<file path="config.mk">
export PLATFORM = sky130hd
export DESIGN_NAME = leaf_stream_packetizer_flat
export DESIGN_NICKNAME = d
export VERILOG_FILES = /design/src/rtl/leaf_pkt_pkg.sv /design/src/rtl/leaf_stream_packetizer_if.sv /design/src/rtl/leaf_credit_counter.sv /design/src/rtl/leaf_stream_packetizer.sv /design/src/flat_wrapper.sv
export SDC_FILE = /design/constraint.sdc
export NUM_CORES = 1
export LEC_CHECK = 0
export ABC_AREA = 1
export BUFFER_PORTS_ARGS = -buffer_cell sky130_fd_sc_hd__buf_2
export CORE_MARGIN = 1.5
export CORE_UTILIZATION = 40
export DETAILED_ROUTE_END_ITERATION = 8
export GPL_TIMING_DRIVEN = 0
export PLACE_DENSITY_LB_ADDON = 0.08
export SLEW_MARGIN = 5
export SYNTH_ARGS = -nofsm -noshare
export SYNTH_HDL_FRONTEND = slang
export SYNTH_HIERARCHICAL = 1
export SYNTH_SLANG_ARGS = --single-unit
</file>
<file path="constraint.sdc">
create_clock -name clk -period 1.9 [get_ports clk]
set_input_delay 0.38 -clock clk [delete_from_list [all_inputs] [get_ports clk]]
set_output_delay 0.38 -clock clk [all_outputs]
set_load 0.01 [all_outputs]
</file>
<file path="src/rtl/leaf_pkt_pkg.sv">
// Shared field widths, bit offsets, packet layout and FSM encodings for the leaf stream packetizer.
// Optional retransmit support is enabled by defining PACKETIZER_RESEND_EN.
package leaf_pkt_pkg;

  localparam int unsigned PACKET_W  = 49;
  localparam int unsigned PAYLOAD_W = 32;
  localparam int unsigned LEAF_W    = 5;
  localparam int unsigned PORT_W    = 4;
  localparam int unsigned ADDR_W    = 7;

  localparam int unsigned ADDR_LSB  = PAYLOAD_W;
  localparam int unsigned PORT_LSB  = ADDR_LSB + ADDR_W;
  localparam int unsigned LEAF_LSB  = PORT_LSB + PORT_W;
  localparam int unsigned VALID_BIT = LEAF_LSB + LEAF_W;

  // BFT packet, MSB to LSB
  typedef struct packed {
    logic                 valid;
    logic [LEAF_W-1:0]    leaf;
    logic [PORT_W-1:0]    port;
    logic [ADDR_W-1:0]    addr;
    logic [PAYLOAD_W-1:0] payload;
  } leaf_pkt_t;

  typedef logic [1:0] state_t;

  localparam logic [1:0] ST_IDLE  = 2'd0;
  localparam logic [1:0] ST_RUN   = 2'd1;
  localparam logic [1:0] ST_STALL = 2'd2;

endpackage

</file>
<file path="src/rtl/leaf_stream_packetizer_if.sv">
// User-side and BFT-side signals of the leaf stream packetizer; master drives, slave is the packetizer.
interface leaf_stream_packetizer_if
  import leaf_pkt_pkg::*;
#(
  parameter int unsigned PACKET_BITS   = PACKET_W,
  parameter int unsigned PAYLOAD_BITS  = PAYLOAD_W,
  parameter int unsigned NUM_ADDR_BITS = ADDR_W
);

  logic                     ap_start;
  logic [PAYLOAD_BITS-1:0]  din_user;
  logic                     vld_user2interface;
  logic                     ack_interface2user;
  logic [PACKET_BITS-1:0]   dout_leaf_interface2bft;
  logic [PACKET_BITS-1:0]   din_leaf_bft2interface;
  logic                     resend;
  logic [NUM_ADDR_BITS:0]   credit_count;

  modport master (
    output ap_start, din_user, vld_user2interface, din_leaf_bft2interface, resend,
    input  ack_interface2user, dout_leaf_interface2bft, credit_count
  );

  modport slave (
    input  ap_start, din_user, vld_user2interface, din_leaf_bft2interface, resend,
    output ack_interface2user, dout_leaf_interface2bft, credit_count
  );

endinterface

</file>
<file path="src/rtl/leaf_credit_counter.sv">
// Receiver-buffer credit tracker: one credit per sent packet, a block of credits per freespace update,
// saturating at the buffer depth and never dropping below zero.
module leaf_credit_counter #(
  parameter int unsigned NUM_ADDR_BITS         = 7,
  parameter int unsigned FREESPACE_UPDATE_SIZE = 64
) (
  input  logic                   clk,
  input  logic                   reset,
  input  logic                   send_i,
  input  logic                   update_i,
  output logic [NUM_ADDR_BITS:0] credit_o
);

  localparam int unsigned CW = NUM_ADDR_BITS + 1;
  localparam int unsigned SW = 32;
  localparam logic [SW-1:0] MAX_CREDIT = SW'(2 ** NUM_ADDR_BITS);

  logic [CW-1:0] credit_q, credit_d;
  logic [SW-1:0] sum_c;

  // Widened sum so a coincident send and update nets out before saturation
  always_comb begin
    sum_c = SW'(credit_q);
    if (update_i) begin
      sum_c = sum_c + SW'(FREESPACE_UPDATE_SIZE);
    end
    if (send_i && (credit_q != '0)) begin
      sum_c = sum_c - SW'(1);
    end
    credit_d = (sum_c > MAX_CREDIT) ? CW'(MAX_CREDIT) : CW'(sum_c);
  end

  always_ff @(posedge clk or negedge reset) begin
    if (!reset) begin
      credit_q <= CW'(MAX_CREDIT);
    end else begin
      credit_q <= credit_d;
    end
  end

  assign credit_o = credit_q;

endmodule

</file>
<file path="src/rtl/leaf_stream_packetizer.sv">
// Wraps user words into BFT packets under credit flow control; freespace updates replenish credits.
// Define PACKETIZER_RESEND_EN to keep the last packet and re-emit it on a resend request.
module leaf_stream_packetizer
  import leaf_pkt_pkg::*;
#(
  parameter int unsigned PACKET_BITS           = PACKET_W,
  parameter int unsigned PAYLOAD_BITS          = PAYLOAD_W,
  parameter int unsigned NUM_LEAF_BITS         = LEAF_W,
  parameter int unsigned NUM_PORT_BITS         = PORT_W,
  parameter int unsigned NUM_ADDR_BITS         = ADDR_W,
  parameter int unsigned FREESPACE_UPDATE_SIZE = 64,
  parameter int unsigned DEST_LEAF             = 2,
  parameter int unsigned DEST_PORT             = 2,
  parameter int unsigned SELF_LEAF             = 1,
  parameter int unsigned SELF_CTRL_PORT        = 1
) (
  input logic                     clk,
  input logic                     reset,
  leaf_stream_packetizer_if.slave bus
);

  localparam int unsigned F_ADDR_LSB = PAYLOAD_BITS;
  localparam int unsigned F_PORT_LSB = F_ADDR_LSB + NUM_ADDR_BITS;
  localparam int unsigned F_LEAF_LSB = F_PORT_LSB + NUM_PORT_BITS;
  localparam int unsigned F_VALID    = F_LEAF_LSB + NUM_LEAF_BITS;

  localparam logic [PACKET_BITS-1:0] VALID_MASK = PACKET_BITS'(1) << F_VALID;

  // Only valid/leaf/port decide whether an incoming packet is a freespace update
  localparam logic [PACKET_BITS-1:0] UPD_MASK = VALID_MASK
    | (PACKET_BITS'({NUM_LEAF_BITS{1'b1}}) << F_LEAF_LSB)
    | (PACKET_BITS'({NUM_PORT_BITS{1'b1}}) << F_PORT_LSB);
  localparam logic [PACKET_BITS-1:0] UPD_MATCH = VALID_MASK
    | (PACKET_BITS'(NUM_LEAF_BITS'(SELF_LEAF)) << F_LEAF_LSB)
    | (PACKET_BITS'(NUM_PORT_BITS'(SELF_CTRL_PORT)) << F_PORT_LSB);

  localparam logic [PACKET_BITS-1:0] OUT_HDR = VALID_MASK
    | (PACKET_BITS'(NUM_LEAF_BITS'(DEST_LEAF)) << F_LEAF_LSB)
    | (PACKET_BITS'(NUM_PORT_BITS'(DEST_PORT)) << F_PORT_LSB);

  logic [1:0]               state_q, state_d;
  logic [NUM_ADDR_BITS-1:0] wr_addr_q, wr_addr_d;
  logic [PACKET_BITS-1:0]   dout_q, dout_d;
  logic [PACKET_BITS-1:0]   new_pkt_c;
  logic [NUM_ADDR_BITS:0]   credit;
  logic                     ack_c;
  logic                     update_c;
  logic                     resend_active_c;

`ifdef PACKETIZER_RESEND_EN
  logic [PACKET_BITS-1:0]   last_q, last_d;

  assign resend_active_c = bus.resend;
`else
  logic unused_resend;

  assign resend_active_c = 1'b0;
  assign unused_resend   = bus.resend;
`endif

  assign update_c  = (bus.din_leaf_bft2interface & UPD_MASK) == UPD_MATCH;
  assign new_pkt_c = OUT_HDR
                   | (PACKET_BITS'(wr_addr_q) << F_ADDR_LSB)
                   | PACKET_BITS'(bus.din_user);

  leaf_credit_counter #(
    .NUM_ADDR_BITS         (NUM_ADDR_BITS),
    .FREESPACE_UPDATE_SIZE (FREESPACE_UPDATE_SIZE)
  ) u_credit (
    .clk      (clk),
    .reset    (reset),
    .send_i   (ack_c),
    .update_i (update_c),
    .credit_o (credit)
  );

  // Next state, handshake and next packet
  always_comb begin
    state_d   = state_q;
    wr_addr_d = wr_addr_q;
    dout_d    = '0;
`ifdef PACKETIZER_RESEND_EN
    last_d    = last_q;
`endif
    ack_c     = bus.vld_user2interface && (state_q == ST_RUN) && (credit != '0) && !resend_active_c;

    case (state_q)
      ST_IDLE: begin
        if (bus.ap_start) state_d = ST_RUN;
      end
      ST_RUN: begin
        if (!bus.ap_start)      state_d = ST_IDLE;
        else if (credit == '0)  state_d = ST_STALL;
      end
      ST_STALL: begin
        if (!bus.ap_start)      state_d = ST_IDLE;
        else if (credit != '0)  state_d = ST_RUN;
      end
      default: state_d = ST_IDLE;
    endcase

    if (ack_c) begin
      dout_d    = new_pkt_c;
      wr_addr_d = wr_addr_q + NUM_ADDR_BITS'(1);
`ifdef PACKETIZER_RESEND_EN
      last_d    = new_pkt_c;
    end else if (resend_active_c && last_q[F_VALID]) begin
      dout_d    = last_q;
`endif
    end
  end

  always_ff @(posedge clk or negedge reset) begin
    if (!reset) begin
      state_q   <= ST_IDLE;
      wr_addr_q <= '0;
      dout_q    <= '0;
    end else begin
      state_q   <= state_d;
      wr_addr_q <= wr_addr_d;
      dout_q    <= dout_d;
    end
  end

`ifdef PACKETIZER_RESEND_EN
  // An empty holding register (valid=0) means nothing has been sent yet
  always_ff @(posedge clk or negedge reset) begin
    if (!reset) begin
      last_q <= '0;
    end else begin
      last_q <= last_d;
    end
  end
`endif

  assign bus.ack_interface2user      = ack_c;
  assign bus.dout_leaf_interface2bft = dout_q;
  assign bus.credit_count            = credit;

endmodule

</file>
<file path="src/flat_wrapper.sv">
// flat-port wrapper written by rule: the top's interface ports become plain ports
module leaf_stream_packetizer_flat import leaf_pkt_pkg::*;
#(
  parameter int unsigned PACKET_BITS           = PACKET_W,
  parameter int unsigned PAYLOAD_BITS          = PAYLOAD_W,
  parameter int unsigned NUM_LEAF_BITS         = LEAF_W,
  parameter int unsigned NUM_PORT_BITS         = PORT_W,
  parameter int unsigned NUM_ADDR_BITS         = ADDR_W,
  parameter int unsigned FREESPACE_UPDATE_SIZE = 64,
  parameter int unsigned DEST_LEAF             = 2,
  parameter int unsigned DEST_PORT             = 2,
  parameter int unsigned SELF_LEAF             = 1,
  parameter int unsigned SELF_CTRL_PORT        = 1
)
  (clk, reset, bus_ap_start, bus_din_user, bus_vld_user2interface, bus_din_leaf_bft2interface, bus_resend, bus_ack_interface2user, bus_dout_leaf_interface2bft, bus_credit_count);
  leaf_stream_packetizer_if #(.PACKET_BITS(PACKET_BITS), .PAYLOAD_BITS(PAYLOAD_BITS), .NUM_ADDR_BITS(NUM_ADDR_BITS)) bus_i ();
  input logic clk;
  input logic reset;
  input wire logic [$bits(bus_i.ap_start)-1:0] bus_ap_start;
  input wire logic [$bits(bus_i.din_user)-1:0] bus_din_user;
  input wire logic [$bits(bus_i.vld_user2interface)-1:0] bus_vld_user2interface;
  input wire logic [$bits(bus_i.din_leaf_bft2interface)-1:0] bus_din_leaf_bft2interface;
  input wire logic [$bits(bus_i.resend)-1:0] bus_resend;
  output wire logic [$bits(bus_i.ack_interface2user)-1:0] bus_ack_interface2user;
  output wire logic [$bits(bus_i.dout_leaf_interface2bft)-1:0] bus_dout_leaf_interface2bft;
  output wire logic [$bits(bus_i.credit_count)-1:0] bus_credit_count;
  assign bus_i.ap_start = bus_ap_start;
  assign bus_i.din_user = bus_din_user;
  assign bus_i.vld_user2interface = bus_vld_user2interface;
  assign bus_i.din_leaf_bft2interface = bus_din_leaf_bft2interface;
  assign bus_i.resend = bus_resend;
  assign bus_ack_interface2user = bus_i.ack_interface2user;
  assign bus_dout_leaf_interface2bft = bus_i.dout_leaf_interface2bft;
  assign bus_credit_count = bus_i.credit_count;
  leaf_stream_packetizer #(.PACKET_BITS(PACKET_BITS), .PAYLOAD_BITS(PAYLOAD_BITS), .NUM_LEAF_BITS(NUM_LEAF_BITS), .NUM_PORT_BITS(NUM_PORT_BITS), .NUM_ADDR_BITS(NUM_ADDR_BITS), .FREESPACE_UPDATE_SIZE(FREESPACE_UPDATE_SIZE), .DEST_LEAF(DEST_LEAF), .DEST_PORT(DEST_PORT), .SELF_LEAF(SELF_LEAF), .SELF_CTRL_PORT(SELF_CTRL_PORT)) u_core (.clk(clk), .reset(reset), .bus(bus_i));
endmodule
</file>
# Word-level counts from Yosys, hierarchy flattened

Index checks and enable logic that the tools add are counted.

Register bits: 66
Bits of input ports: 86
Output and inout port bits: 58

Add/sub/neg operators: 3
$lt $le $gt $ge: 1
Equality and inequality tests: 6
Muxes and demuxes: 10
Bitwise gates (word level): 1
Reductions and logical operators: 7

Operators by type and width:

| kind                  | number |
|---|---|
| $mux 32               | 2 |
| $mux 49               | 1 |
| $or 49x32->49         | 1 |
| $gt 32x8->1 const B   | 1 |
| $sub 32x1->32 const B | 1 |
| $eq 10x10->1 const B  | 1 |
| $mux 2                | 5 |
| $add 8x7->9 const B   | 1 |
| $logic_not 8->1       | 1 |
| $mux 8                | 1 |
| $reduce_bool 8->1     | 1 |
| $add 7x1->7 const B   | 1 |
| $pmux 2 s3            | 1 |
| $logic_and 1x1->1     | 3 |
| $ne 3x2->1 const B    | 1 |
| $ne 3x3->1 const B    | 1 |
| $reduce_and 3->1      | 1 |
| $eq 2x1->1 const B    | 1 |
| $eq 2x2->1 const B    | 1 |
| $logic_not 2->1       | 1 |
| $ne 2x2->1 const B    | 1 |

# Logic depth before layout (Yosys ltp)

Depth after elaboration: 7
Gate-level depth with buffers: 14
Mapped depth without buffers: 14

# Hierarchy

The synthesis kept the hierarchy.

By module, submodules not included:

| module                 | instances | cells each | area an instance (sq um) |
|---|---|---|---|
| leaf_stream_packetizer | 1         | 209        | 1979.4 |
| leaf_credit_counter    | 1         | 99         | 666.9 |

# Least setup slack after synthesis

Ideal clock, no wire load.

Kind: register -> register
From: reg u_core.u_credit.credit_q[7], in the netlist u_core/u_credit/credit_o[7]
To: reg u_core.u_credit.credit_q[0], in the netlist u_core/u_credit/credit_o[0]
Arrival: 1.823 ns
Slack: -0.041 ns
Cell stages (with the launch flop): 12
Buffers on the path: 0
Clock period less this slack: 1.941 ns
Path through: dfstp_2 nor2_1 nand2_1 nor2_1 nor2_2 nand2_4 inv_4 nand4_1 nand3_1 o21ai_2 nand2_2 nor2_1

Cells in the longest elaborated chain, start to end: 6

RTL lines:

| what                                  | RTL line                     | text |
|---|---|---|
| from (decl)                           | leaf_credit_counter.sv:18    | `logic [CW-1:0] credit_q, credit_d;` |
| from (signal assigned)                | leaf_credit_counter.sv:35    | `credit_q <= CW'(MAX_CREDIT);` |
| from (signal assigned)                | leaf_credit_counter.sv:37    | `credit_q <= credit_d;` |
| $reduce_bool 8->1 (*)                 | leaf_stream_packetizer.sv:85 | `ack_c = bus.vld_user2interface && (state_q == ST_RUN) && (credit != '0) && !resend_active_c;` |
| $logic_and 1x1->1 (*)                 | leaf_stream_packetizer.sv:85 |  |
| named net bus_ack_interface2user      | flat_wrapper.sv:24           | `output wire logic [$bits(bus_i.ack_interface2user)-1:0] bus_ack_interface2user;` |
| $logic_and 1x1->1 (*)                 | leaf_credit_counter.sv:27    | `if (send_i && (credit_q != '0)) begin` |
| $mux 32 (*)                           | leaf_credit_counter.sv:27    |  |
| $gt 32x8->1                           | leaf_credit_counter.sv:30    | `credit_d = (sum_c > MAX_CREDIT) ? CW'(MAX_CREDIT) : CW'(sum_c);` |
| $mux 8 (*)                            | leaf_credit_counter.sv:30    |  |
| named net u_core.u_credit.credit_d[0] | leaf_credit_counter.sv:18    |  |

Mark *: on every way through the listed nets, which the timed path passes. The rest lies on a longest branch.
A chain may end at the register's enable or synchronous reset.

# Final worst setup path

From: reg u_core.u_credit.credit_q[7], in the netlist u_core/u_credit/credit_o[7]
To: out bus_ack_interface2user

Cells in the longest elaborated chain, start to end: 2

RTL lines:

| what              | RTL line |
|---|---|
| $reduce_bool 8->1 | leaf_stream_packetizer.sv:85 |
| $logic_and 1x1->1 | leaf_stream_packetizer.sv:85 |
| to (decl)         | flat_wrapper.sv:24 |

Every way passes these cells.

==> out/summary.txt <==
Syn Inst Count - 308
FF-to-FF setup slack - 0.11 ns
CTS sink cnt - 57
CP arrival - 1.43 ns
library cells used by synthesis - 28
Fillers - 618
Max IR drop VDD - 907.1 uV
clock latency on the worst-skew pair - 0.32 ns
P_sw - 0.002125 W
Setup CP Type - reg -> out
YS warnings - 6
Reg power frac - 31.3%
Design Power - 0.005545 W
DR WL/cell - 10.05 microns
Static Leak - 2.190 nW
register area share after synthesis - 53.95%
worst slew pin tran - 0.6964 ns
Clk pwr share - 22.8%
relative slew slack - 53.58%
main combinational cell family by area after synthesis - simple AND/OR/NAND/NOR gates
setup violators final - 0
Crit path top cell by count - nor2_4
initial core utilization - 41.44%
Switching Fraction - 38.33%
CP Capture Type - output pin
vias in the first global route - 2115
mux share of post-synthesis cell area - 0%
final net count - 525
Post-DP Area - 0.003251 sq mm
post-synthesis xor/xnor area fraction - 1.986%
setup tns final - 0 ns
port buffer count - 96
status - finished clean
EDFF count, synth - 0
critical-path cell list - nor2_2 > nand2_2 > nor2_4 > nor2_4 > buf_12 > buf_6
fmax - 0.5524 GHz
GR Util All Layers - 15.41%
Max Clock Skew - 0.01195 ns
CTS tree - built
gr ovfl total - 0
async set-or-reset flop fraction in the synthesized netlist - 100.0%
area leader, netlist - dfrtp_1
RSZ-0062 raised after global routing - true
initial antenna violation count - 0
WHS - 0.1050 ns
CTS buffer count - 9
Syn Std Cell Area - 0.002646 sq mm
die width - 84.34 microns
CP max-delay cell - dfstp_2
Placeable Area - 0.006386 sq mm
Final Cycle Share - 95.28%
Synth Area in Simple Gates - 26.48%
worst min-delay path category - in -> async
adder-cell share of the synthesized area - 2.364%
CP max stage delay - 0.56 ns
Die ar. - 0.007112 sq mm
Pre-antenna DRT Iters - 4
Main synth FF type - dfrtp_1
largest net degree at the start of global routing - 58
Area Overhead vs Synth - 37.54%
Residual DRC - 0
antenna-violating nets left - 0
DRT Wirelength - 5175 microns
Fin. Hold Viols - 0
1st-iter DRT viols - 86
post-synthesis average cell area - 8.592 sq um
CP Max Fanout - 7
htree depth - 3
top cells by area, synth - dfrtp_1 53%, nand2_1 9.2%, inv_1 8.2%, nor2_1 7.5%, nor2_2 3.1%
height of the chip - 84.34 microns
Max Cap Violations - 0
Tmin final - 1.810 ns
WP data required - 1.52 ns
area share of the largest cell type after synthesis - 52.96%
first-pass GRT wire length - 8618 microns
compound-cell area share of the yosys netlist - 1.797%
Root Buffer - clkbuf_8
Placer Congestion - 0.7458
final instance area - 0.003640 sq mm
fin. max-slew vios - 0
Clock transition at path regs - 0.07 ns
startpoint types - flip-flop
IO Pins - 144
number of vias in the routed layout - 2156
DP Wirelength - 3771 microns
Ant. Diodes - 0
share of layout cells above drive strength 1 - 40.64%
Vias/cell - 4.186
cell-internal power - 0.003419 W
flops & latches, synth - 57
PwrDens - 1523 mW/mm^2
Max Buffers Root-to-Sink - 2
row count - 29
combinational fraction of design power - 46.0%
[flip-flops by register name, summed over array words and instances, names as in the netlist]
signal,count
u_core/state_q,2
u_core/wr_addr_q,7
u_core/u_credit/credit_o,8
u_core/bus.dout_leaf_interface2bft,40
[repair_timing]
action / 4_1_cts / 5_1_grt
setup buffers: 3 / 10
hold buffers: 0 / 0
gates resized for setup: 6 / 15
setup endpoints to repair: 8 / 8
pin swaps: 7 / 8
[cell type report]
type | count | area, sq um | share of cell area (%)
Buffer | 14 | 123.9 | 3.403
Clock buffer | 11 | 151.4 | 4.160
Clock inverter | 4 | 76.32 | 2.097
Inverter | 60 | 232.7 | 6.394
Multi-Input combinational cell | 183 | 925.9 | 25.44
Sequential cell | 57 | 1434 | 39.40
Tap cell | 77 | 96.34 | 2.647
Timing Repair Buffer | 109 | 599.3 | 16.47
[cells in the mapped netlist, types with 2 or more instances]
cell,number
nand2_1,65
inv_1,58
dfrtp_1,56
nor2_1,53
nand3_1,15
nor2_2,13
buf_4,9
buf_6,5
ha_1,5
nand4_1,5
xor2_1,5
nand2_2,2
o21ai_0,2
[through the flow]
step	utilization, %	instances	setup slack [ns]
finish	56.99	515	0.08975
global route	56.99	515	-0.01544
CTS	55.13	505	0.004005
detailed placement	50.90	487	-0.1299
global placement	50.90	487	-0.09628
floorplan	-	314	0.1213
[layout by cell type, fill, tap and decap left out, drive strengths merged]
cell | netlist | layout
buf | 14 | 123
nand2 | 68 | 68
nor2 | 67 | 67
inv | 60 | 60
dfrtp | 56 | 56
nand3 | 17 | 17
clkbuf | 0 | 11
conb | 1 | 7
nand4 | 5 | 5
xor2 | 5 | 5
ha | 5 | 5
o21ai | 3 | 3
bufinv | 0 | 2
clkinvlp | 0 | 1
clkinv | 0 | 1
o21bai | 1 | 1
nand3b | 1 | 1
a21boi | 1 | 1
xnor2 | 1 | 1
a21oi | 1 | 1
a31o | 1 | 1
dfstp | 1 | 1
[worst paths after layout]
kind                                                       start                                                to  depth (start not counted)
min                                                        reset  u_core/bus.dout_leaf_interface2bft[17]$_DFF_PN0_                          1
max reg2reg                u_core/u_credit/credit_o[7]$_DFF_PN1_             u_core/u_credit/credit_o[6]$_DFF_PN0_                         13
min reg2reg                      u_core/wr_addr_q[6]$_DFFE_PN0P_                   u_core/wr_addr_q[6]$_DFFE_PN0P_                          2
min in group clk                                bus_din_user[19]  u_core/bus.dout_leaf_interface2bft[19]$_DFF_PN0_                          3
max                        u_core/u_credit/credit_o[7]$_DFF_PN1_                            bus_ack_interface2user                          6
max in group asynchronous                                  reset             u_core/u_credit/credit_o[6]$_DFF_PN0_                          1
[metal layers]
metal,GRT usage [%],routed length [microns],up-vias
li1,-,-,1144
met1,15.85,2157,955
met2,28.29,2679,47
met3,3.736,231,10
met4,9.091,107,0
met5,0,0,-
[power by group through the flow]
| stage | Combinational [W] | Clock [W] | Sequential (W) |
|---|---|---|---|
| CTS | 0.00233 | 0.00131 | 0.00176 |
| global placement | 0.00217 | 0 | 0.00177 |
| global route | 0.00285 | 0.00136 | 0.00177 |
| finish | 0.00255 | 0.00126 | 0.00173 |
| floorplan | 0.00144 | 0 | 0.00188 |
| detailed placement | 0.00221 | 0 | 0.00177 |
[worst max-delay path: cells and delay by family, from the launching register on]
family,cells,cell delay (ns)
DFF,1,0.56
and+or+nand+nor,4,0.30
buffers and inverters,2,0.24
[cell families after synthesis]
group,Yosys count
buffers and inverters,74
AND/OR/NAND/NOR,158
AO/OA/AOI/OAI,7
flip-flops,57
adder cells (fa/ha/maj),5
other,1
XOR/XNOR,6
Power figures use the tool's default switching activity.
